`config.mk`:
```
export PLATFORM = sky130hd
export DESIGN_NAME = tqvp_multi_pwm
export DESIGN_NICKNAME = d
export VERILOG_FILES = /design/src/rtl/tqvp_multi_pwm_pkg.sv /design/src/rtl/tqvp_multi_pwm_channel.sv /design/src/rtl/tqvp_multi_pwm.sv
export SDC_FILE = /design/constraint.sdc
export NUM_CORES = 1
export LEC_CHECK = 0
export CORE_MARGIN = 2
export CORE_UTILIZATION = 60
export DETAILED_ROUTE_END_ITERATION = 12
export HOLD_SLACK_MARGIN = 0.05
export PLACE_DENSITY_LB_ADDON = 0.2
export SLEW_MARGIN = 25
export SYNTH_ARGS = -nofsm -noshare
export SYNTH_HDL_FRONTEND = slang
export SYNTH_SLANG_ARGS = --single-unit
```
`constraint.sdc`:
```
create_clock -name clk -period 2.5 [get_ports clk]
set_clock_uncertainty 0.1 [all_clocks]
set_input_delay 0.25 -clock clk [delete_from_list [all_inputs] [get_ports clk]]
set_output_delay 0.25 -clock clk [all_outputs]
set_load 0.01 [all_outputs]
```
`src/rtl/tqvp_multi_pwm_pkg.sv`:
```
// tqvp_multi_pwm_pkg: shared definitions for the multi-channel PWM peripheral.
// Holds the register map, the CTRL bit positions and the PERIOD reset-value
// helper. It has no ports.
package tqvp_multi_pwm_pkg;

   localparam logic [3:0] ADDR_CTRL       = 4'h0;
   localparam logic [3:0] ADDR_PERIOD     = 4'h1;
   localparam logic [3:0] ADDR_PRESCALE   = 4'h2;
   localparam logic [3:0] ADDR_POLARITY   = 4'h3;
   localparam logic [3:0] ADDR_COUNT      = 4'h4;
   localparam logic [3:0] ADDR_LEVEL_BASE = 4'h8;

   localparam int CTRL_EN_BIT  = 0;
   localparam int CTRL_IRQ_BIT = 1;

   // The default TOP is 2^WIDTH-2. This leaves the all-ones level above TOP,
   // so that level gives a 100% duty cycle.
   function automatic logic [7:0] period_reset(input int width);
      return 8'((1 << width) - 2);
   endfunction

endpackage

```
`src/rtl/tqvp_multi_pwm_channel.sv`:
```
// tqvp_multi_pwm_channel: one PWM output channel.
// Ports:
//   clk, rst  - clock and synchronous active-high reset
//   en        - peripheral enable; while low, active tracks pending and the
//               output sits at its inactive (polarity) level
//   wrap      - period-wrap strobe from the shared counter
//   count     - shared period counter
//   level_wr  - write strobe for this channel's LEVEL register
//   level_in  - write data, already truncated to WIDTH
//   polarity  - output inversion bit
//   pending   - buffered level (register read-back)
//   pwm       - registered PWM output
module tqvp_multi_pwm_channel #(
   parameter int WIDTH = 8
) (
   input  logic             clk,
   input  logic             rst,
   input  logic             en,
   input  logic             wrap,
   input  logic [WIDTH-1:0] count,
   input  logic             level_wr,
   input  logic [WIDTH-1:0] level_in,
   input  logic             polarity,
   output logic [WIDTH-1:0] pending,
   output logic             pwm
);

   logic [WIDTH-1:0] active;

   always_ff @(posedge clk) begin
      if (rst) begin
         pending <= '0;
         active  <= '0;
         pwm     <= 1'b0;
      end else begin
         if (level_wr)
            pending <= level_in;
         // A write landing on the wrap edge misses this load. The wrap takes
         // the old pending value; the new one waits for the next wrap.
         if (!en || wrap)
            active <= pending;
         pwm <= en ? ((count < active) ^ polarity) : polarity;
      end
   end

endmodule

```
`src/rtl/tqvp_multi_pwm.sv`:
```
// tqvp_multi_pwm: multi-channel PWM peripheral for the TinyQV peripheral slot.
// The channels share one prescaled period counter. Each channel has a
// double-buffered duty level and a polarity bit.
// Optional feature: define TQVP_MULTI_PWM_IRQ_EN to add the period-wrap
// interrupt flag. When it is undefined, irq is tied to 0 and CTRL[1] reads 0.
// Ports:
//   clk, rst    - clock and synchronous active-high reset
//   ui_in       - input PMOD, reserved (unused)
//   uo_out      - PWM outputs; bit n is channel n, and bits >= NUM_CH read 0
//   address     - register address
//   data_write  - write strobe (data_in is valid)
//   data_in     - write data
//   data_out    - read data, combinational from address
//   irq         - period-wrap interrupt
module tqvp_multi_pwm
   import tqvp_multi_pwm_pkg::*;
#(
   parameter int NUM_CH = 4,
   parameter int WIDTH  = 8
) (
   input  logic       clk,
   input  logic       rst,
   input  logic [7:0] ui_in,
   output logic [7:0] uo_out,
   input  logic [3:0] address,
   input  logic       data_write,
   input  logic [7:0] data_in,
   output logic [7:0] data_out,
   output logic       irq
);

   localparam logic [7:0] PERIOD_RST = period_reset(WIDTH);

   logic              en;
   logic [WIDTH-1:0]  top;
   logic [WIDTH-1:0]  count;
   logic [7:0]        prescale;
   logic [7:0]        presc_cnt;
   logic [NUM_CH-1:0] polarity;
   logic [NUM_CH-1:0] pwm;
   logic [NUM_CH-1:0] lvl_wr;
   logic [WIDTH-1:0]  pending [NUM_CH];
   logic              tick;
   logic              wrap;
   logic              wr_ctrl;
   logic              irq_flag;
   logic              unused_ui;

   assign unused_ui = ^ui_in;
   assign wr_ctrl   = data_write && (address == ADDR_CTRL);
   assign tick      = en && (presc_cnt == prescale);
   // Use >= rather than == so that lowering TOP below the current count
   // wraps on the next tick instead of running to the top of the counter.
   assign wrap      = tick && (count >= top);

   always_ff @(posedge clk) begin
      if (rst) begin
         en       <= 1'b0;
         top      <= PERIOD_RST[WIDTH-1:0];
         prescale <= 8'h00;
         polarity <= '0;
      end else if (data_write) begin
         case (address)
            ADDR_CTRL:     en       <= data_in[CTRL_EN_BIT];
            ADDR_PERIOD:   top      <= data_in[WIDTH-1:0];
            ADDR_PRESCALE: prescale <= data_in;
            ADDR_POLARITY: polarity <= data_in[NUM_CH-1:0];
            default: ;
         endcase
      end
   end

   always_ff @(posedge clk) begin
      if (rst || !en) begin
         count     <= '0;
         presc_cnt <= 8'h00;
      end else if (tick) begin
         presc_cnt <= 8'h00;
         count     <= wrap ? '0 : count + 1'b1;
      end else begin
         presc_cnt <= presc_cnt + 8'h01;
      end
   end

`ifdef TQVP_MULTI_PWM_IRQ_EN
   // When a set and a clear arrive in the same cycle, the set wins.
   always_ff @(posedge clk) begin
      if (rst)
         irq_flag <= 1'b0;
      else if (wrap)
         irq_flag <= 1'b1;
      else if (wr_ctrl && data_in[CTRL_IRQ_BIT])
         irq_flag <= 1'b0;
   end
`else
   assign irq_flag = 1'b0;
`endif

   assign irq = irq_flag;

   for (genvar g = 0; g < NUM_CH; g++) begin : g_ch
      assign lvl_wr[g] = data_write && (address == 4'(ADDR_LEVEL_BASE + g));

      tqvp_multi_pwm_channel #(.WIDTH(WIDTH)) u_ch (
         .clk      (clk),
         .rst      (rst),
         .en       (en),
         .wrap     (wrap),
         .count    (count),
         .level_wr (lvl_wr[g]),
         .level_in (data_in[WIDTH-1:0]),
         .polarity (polarity[g]),
         .pending  (pending[g]),
         .pwm      (pwm[g])
      );
   end

   assign uo_out = 8'(pwm);

   always_comb begin
      data_out = 8'h00;
      case (address)
         ADDR_CTRL: begin
            data_out[CTRL_EN_BIT]  = en;
            data_out[CTRL_IRQ_BIT] = irq_flag;
         end
         ADDR_PERIOD:   data_out = 8'(top);
         ADDR_PRESCALE: data_out = prescale;
         ADDR_POLARITY: data_out = 8'(polarity);
         ADDR_COUNT:    data_out = 8'(count);
         default: begin
            for (int n = 0; n < NUM_CH; n++)
               if (address == 4'(ADDR_LEVEL_BASE + n))
                  data_out = 8'(pending[n]);
         end
      endcase
   end

endmodule

```
Yosys cells after proc, flatten, opt, wreduce, memory -nomap -nowiden
Cells that the tools add are included.
{"block": "totals", "reg_bits": 105, "inputBits": 23, "output_inout_bits": 17, "wordCells": 64}
{"block": "op_classes", "addsub": 2, "n_lt_le_gt_ge": 5, "n_eq_ne": 9, "muxes": 11, "bitwise_logic": 4, "reduce_logical": 15}
{"op": "two-way mux 8 bit", "n": 5}
{"op": "less-than comparator 8 bit", "n": 4}
{"op": "one-hot mux 6 bit (5 select lines)", "n": 1}
{"op": "adder 8 x 1 -> 8 bit, second input constant", "n": 2}
{"op": "== test 4 bit, second input constant", "n": 4}
{"op": "one-hot mux 2 bit (5 select lines)", "n": 1}
{"op": "== test 4 x 2 -> 1 bit, second input constant", "n": 2}
{"op": "== test 8 bit", "n": 1}
{"op": ">= comparator 8 bit", "n": 1}
{"op": "AND reduction 2 bit", "n": 4}
{"op": "logical AND 1 bit", "n": 6}
{"op": "== test 4 x 1 -> 1 bit, second input constant", "n": 1}
{"op": "== test 4 x 3 -> 1 bit, second input constant", "n": 1}
{"op": "logical NOT 4 bit", "n": 1}
{"op": "two-way mux 1 bit", "n": 4}
{"op": "bitwise XOR 1 bit", "n": 4}
{"op": "logical OR 1 bit", "n": 2}
{"op": "OR reduction 2 bit", "n": 1}
{"op": "logical NOT 1 bit", "n": 1}

Depth between registers and ports, before layout
{"block": "depth", "ltp_word": 6, "depth_mapped": 9}

Hierarchy
From an unflattened synthesis, not the netlist that was laid out.
{"block": "unflattened", "hier_cells": 678, "area_unflattened_um2": 5785.5}
{"mod": "tqvp_multi_pwm_channel", "n_inst": 4, "cells_per_inst": 94, "area_per_inst_um2": 824.5, "seq_area_each_um2": 340.3}
{"mod": "tqvp_multi_pwm", "n_inst": 1, "cells_per_inst": 302, "area_per_inst_um2": 2487.4, "seq_area_each_um2": 740.7}

Worst setup path before layout
No wires, ideal clock.
{"block": "synth_path", "path_type": "reg2reg", "from": "reg count[0]", "to": "reg g_ch[0].u_ch.active[4]", "setup_ps": 120, "t_arrival_ps": 2007, "required_time_ps": 2280, "slack_ps": 273, "stages_incl_launch_ff": 10, "n_path_buf": 2, "synth_period_minus_slack_ps": 2227, "cell_sequence": "dfxtp_1 inv_1 ha_1 nand2b_1 a2111o_1 a31oi_1 a21oi_1 buf_4 buf_6 mux2i_1"}
{"block": "synth_between", "elab_chain_len": 3}
{"item": "start, declared", "line": "tqvp_multi_pwm.sv:36", "rtl": "logic [WIDTH-1:0] count;"}
{"item": "start signal, assigned", "line": "tqvp_multi_pwm.sv:79", "rtl": "count <= wrap ? '0 : count + 1'b1;"}
{"item": ">= comparator 8 bit", "line": "tqvp_multi_pwm.sv:54", "rtl": "assign wrap = tick && (count >= top);"}
{"item": "logical AND 1 bit", "line": "tqvp_multi_pwm.sv:54"}
{"item": "logical OR 1 bit", "line": "tqvp_multi_pwm_channel.sv:40", "rtl": "if (!en || wrap)"}
{"item": "end signal, assigned", "line": "tqvp_multi_pwm_channel.sv:41", "rtl": "active <= pending;"}
{"item": "end, declared", "line": "tqvp_multi_pwm_channel.sv:28", "rtl": "logic [WIDTH-1:0] active;"}
No other way between the ends.
A chain may end at the register's enable or synchronous reset.

Worst setup path after layout
{"block": "layout_path", "from": "reg count[5]", "to": "out data_out[5]"}
{"block": "layout_between", "elab_chain_len": 1}
{"item": "one-hot mux 6 bit (5 select lines)", "line": "tqvp_multi_pwm.sv:122", "rtl": "case (address)"}
{"item": "end, declared", "line": "tqvp_multi_pwm.sv:28", "rtl": "output logic [7:0] data_out,"}
No other way between the ends.

==> results list <==
* Post-synth design cell area: around 6000 sq um
- The number of hold buffers added after CTS was 0.
- The synthesized design contains between 100 and 150 register bits.
- Final net count: a little under 800
- Number of instances in the synthesized netlist: roughly 670
- The analysis attributes to cell leakage a power of 3.03 nW.
- Count of H-tree levels built during CTS: 3
* Global placer's final weighted congestion: around 0.93
- In the routed layout, each cell is associated on average with a via count of 5.82.
- Number of antenna repair diodes: 0
- Maximum number of pins on one net before global-route repair: between 70 and 80
* Io pins: 40
- The largest individual stage delay along the critical path comes from the cell sky130_fd_sc_hd__clkdlybuf4s50_1.
- Counting along the longest clock path gives a buffer depth of 2.
- Arrival time worst endpoint: 2.04 ns
- Broken down by cell family, the worst path's largest delay share belongs to buffers and inverters.
- Setup repair after global routing left no endpoint under its margin.
- In the synthesized netlist the dominant register cell turns out to be sky130_fd_sc_hd__dfxtp_1.
- Worst Path Required: roughly 2.2 ns
- Max frequency: roughly 0.42 GHz
- Detailed placement finished with a half-perimeter wire length of between 10,000 and 15,000 um.
* Starting DRT DRC Count: 296
- Via count of the first global-routing pass: around 5k
* Total routing usage reported by global routing: 0.293
- TritonCTS built the clock tree.
- Via count of the routed design: 5,026
- Num Clock Sinks: 105
- The largest total area in the synthesized netlist belongs to sky130_fd_sc_hd__dfxtp_1.
- Crit path largest cell delay: between 0.4 and 0.5 ns
- Initial Util: 0.617
- Final antenna-violating net count: 0
- Measured on the finished design, the core utilization comes to 0.707.
* Remaining Overflow, GRT: 0
- Floorplan row count: 36
* Number of fill cells in the layout: around 800
- Clock latency on the worst-skew pair: 0.39 ns
- The tree is rooted in a sky130_fd_sc_hd__clkbuf_8.
- Dividing the detail-routed wire length by the instance count gives roughly 18 um.
* Share of flip-flops with an asynchronous set or reset: 0
* Wire length of the first global-routing pass: 25,200 um
* Die W: approximately 100 um
- Ranked by total cell area, the synthesized netlist is headed by sky130_fd_sc_hd__dfxtp_1 (35%), sky130_fd_sc_hd__mux2i_1 (14%), sky130_fd_sc_hd__ha_1 (7.9%).
- Antenna violations before repair: 0
- Pin slew with the least headroom to its limit: ~0.69 ns
* CP Max Fanout: 7
- Worst min-delay path category: primary input to register
* Worst relative slew slack: 0.543
- Cell variety after synth: 49
* Count of endpoints failing hold in the final timing report: 0
- The worst setup path is launched from a register.
* Category of the worst setup path capture point: output port
* Final cell count without fillers: 864
- Syn_area_per_cell: ~9 sq um
* Peak supply drop: roughly 0.48 mV
- Synthesis-to-finish area growth: 14.5%
- The share of synthesized area in the top cell type comes to 0.348.
- Clock-pin slew was measured on the worst setup and hold paths at around 0.11 ns.
* Die Span Y: ~100 um
- Number of synthesized flops with an enable pin: 0
* Total detailed-routing wirelength: about 15,000 um
* Buffers on Ports: 26
* Clock buffers created by TritonCTS: 9
- Across the run, the number of max-cap violations was 0.
- The run finished with clean final reports.
- The worst path in the final design needs a cycle of ~2.4 ns, including I/O delays and setup.
- In the routed design, unresolved DRC markers number 0.
- CP bufs+invs: 2
* Count of pins over their slew limit: 0
- Number of detailed-routing iterations run before antenna repair: 5
* DP Cell Count: between 800 and 900
- Setup CP Type: register to output port
- Final worst-path cycle share: 0.955
- Of the synthesized area, sequential elements account for 0.348.
- Critical-path cell list: buf_4 -> o21ai_0 -> nand2_1 -> a221oi_1 -> nor2_1 -> clkdlybuf4s50_1
- Setup violations remaining at the end of the flow were counted as 0.
* Placeable Area: 9770 sq um
- DIE AREA: 10,900 sq um
* Layout cells sized above 1: 0.137
- During synthesis, Yosys emitted a total of 0 warnings.
* Cell Pwr Density: between 400 and 500 nW/um^2
worst reg2reg max path: cells and delay by family (launching register included):
kind / cells / cell delay (ns)
flops: 1 / 0.47
xor+xnor: 1 / 0.16
simple gates: 3 / 1.00
compound gates: 1 / 0.22
buf+inv: 1 / 0.18
final cells by class:
class | instances | area [sq um] | share of cell area
multi-input combinational | 480 | 3540 | 0.513
timing repair buffer | 84 | 743 | 0.108
clock inverter | 7 | 53.8 | 0.00779
tap | 133 | 166 | 0.0241
clock buffer | 9 | 124 | 0.0179
inverter | 46 | 173 | 0.0250
sequential | 105 | 2100 | 0.304
cell usage in the layout, fill, tap and decap left out, drive strengths merged, types with 3 or more instances in the layout:
| master | count |
|---|---|
| o22ai | 3 |
| nor3 | 19 |
| dfxtp | 105 |
| clkinv | 3 |
| dlygate4sd2 | 7 |
| conb | 5 |
| inv | 48 |
| nor2 | 75 |
| buf | 59 |
| a21oi | 28 |
| mux2i | 84 |
| mux4 | 4 |
| nand2b | 72 |
| a21boi | 4 |
| nand2 | 22 |
| a21o | 10 |
| a221oi | 9 |
| or2 | 4 |
| nand3 | 18 |
| nor2b | 6 |
| xor2 | 5 |
| ha | 38 |
| a311o | 7 |
| nand4 | 14 |
| o31ai | 6 |
| o21ai | 7 |
| clkbuf | 9 |
| mux2 | 5 |
| clkdlybuf4s50 | 16 |
| xnor2 | 13 |
| and3 | 4 |
state kept, by name, summed over array words and instances, names as in the netlist:
name	cells
top	8
polarity	4
en	1
g_ch.u_ch.pending	32
count	8
presc_cnt	8
g_ch.u_ch.active	32
g_ch.u_ch.pwm	4
prescale	8
where the power goes:
| part | internal, mW | switching [mW] | leakage, nW | total (mW) |
|---|---|---|---|---|
| Sequential | 1.69 | 0.0141 | 0.847 | 1.70 |
| Combinational | 0.146 | 0.176 | 2.10 | 0.322 |
| Clock | 0.370 | 0.607 | 0.0875 | 0.978 |
| Total | 2.20 | 0.797 | 3.03 | 3.00 |
kinds of logic (layout without fill, tap and decap cells):
logic type | count (synthesis) | count (layout) | share of synthesized area
compound gates | 85 | 85 | 0.0981
flops | 105 | 105 | 0.348
buf+inv | 92 | 146 | 0.0690
simple gates | 241 | 241 | 0.212
other cells | 1 | 5 | 0.000621
xor+xnor | 18 | 18 | 0.0299
fa+ha+maj | 38 | 38 | 0.0788
mux | 93 | 93 | 0.164
metal layers:
| metal | track usage | routed length, um | share of wire |
|---|---|---|---|
| met4 | 0.105 | 428 | 0.028 |
| met1 | 0.381 | 6740 | 0.44 |
| met2 | 0.485 | 7300 | 0.47 |
| met3 | 0.0564 | 910 | 0.059 |
| met5 | 0 | 0 | 0 |
what timing repair did:
item,4_1_cts,5_1_grt
gates resized for setup,10,2
pin swaps,0,1
setup buffers,4,0
endpoints found under the setup margin,22,6
path summary, 6_finish.rpt:
check | cells after the start | startpoint | slack (ns) | to
worst min-delay path | 2 | rst | 0.29 | g_ch[1].u_ch.pending[3]
worst min register to register | 2 | g_ch[2].u_ch.active[7] | 0.38 | g_ch[2].u_ch.active[7]
worst max-delay path | 6 | count[5] | 0.11 | data_out[5]
worst max register to register | 6 | presc_cnt[3] | 0.30 | count[7]
stage by stage:
| step | hold WS [ns] | area, sq um | setup TNS [ns] | power (mW) | setup slack, ns |
|---|---|---|---|---|---|
| 6_report | 0.288 | 6910 | 0 | 3.00 | 0.113 |
| 5_1_grt | 0.284 | 6910 | 0 | 3.12 | 0.0353 |
| 4_1_cts | 0.255 | 6900 | 0 | 3.03 | 0.0112 |
| 3_5_place_dp | 0.363 | 6680 | -0.778 | 2.06 | -0.166 |
| 3_3_place_gp | 0.359 | 6680 | -0.721 | 2.05 | -0.148 |
| 2_1_floorplan | 0.294 | 6050 | 0 | 1.93 | 0.273 |
synth_stat cells, drive strengths merged, types with 3 or more instances:
library cell and number:
o21ai 7, and3 4, nand4 14, a221oi 9, o31ai 6, mux4 4
or2 4, inv 46, xnor2 13, ha 38, clkbuf 22, o22ai 3
nor2 75, a21oi 28, nand2 22, a21o 10, nand2b 72, xor2 5
dfxtp 105, nor3 19, buf 24, mux2i 84, nor2b 6, mux2 5
nand3 18, a21boi 4, a311o 7
(Power assumes the default switching activity.)
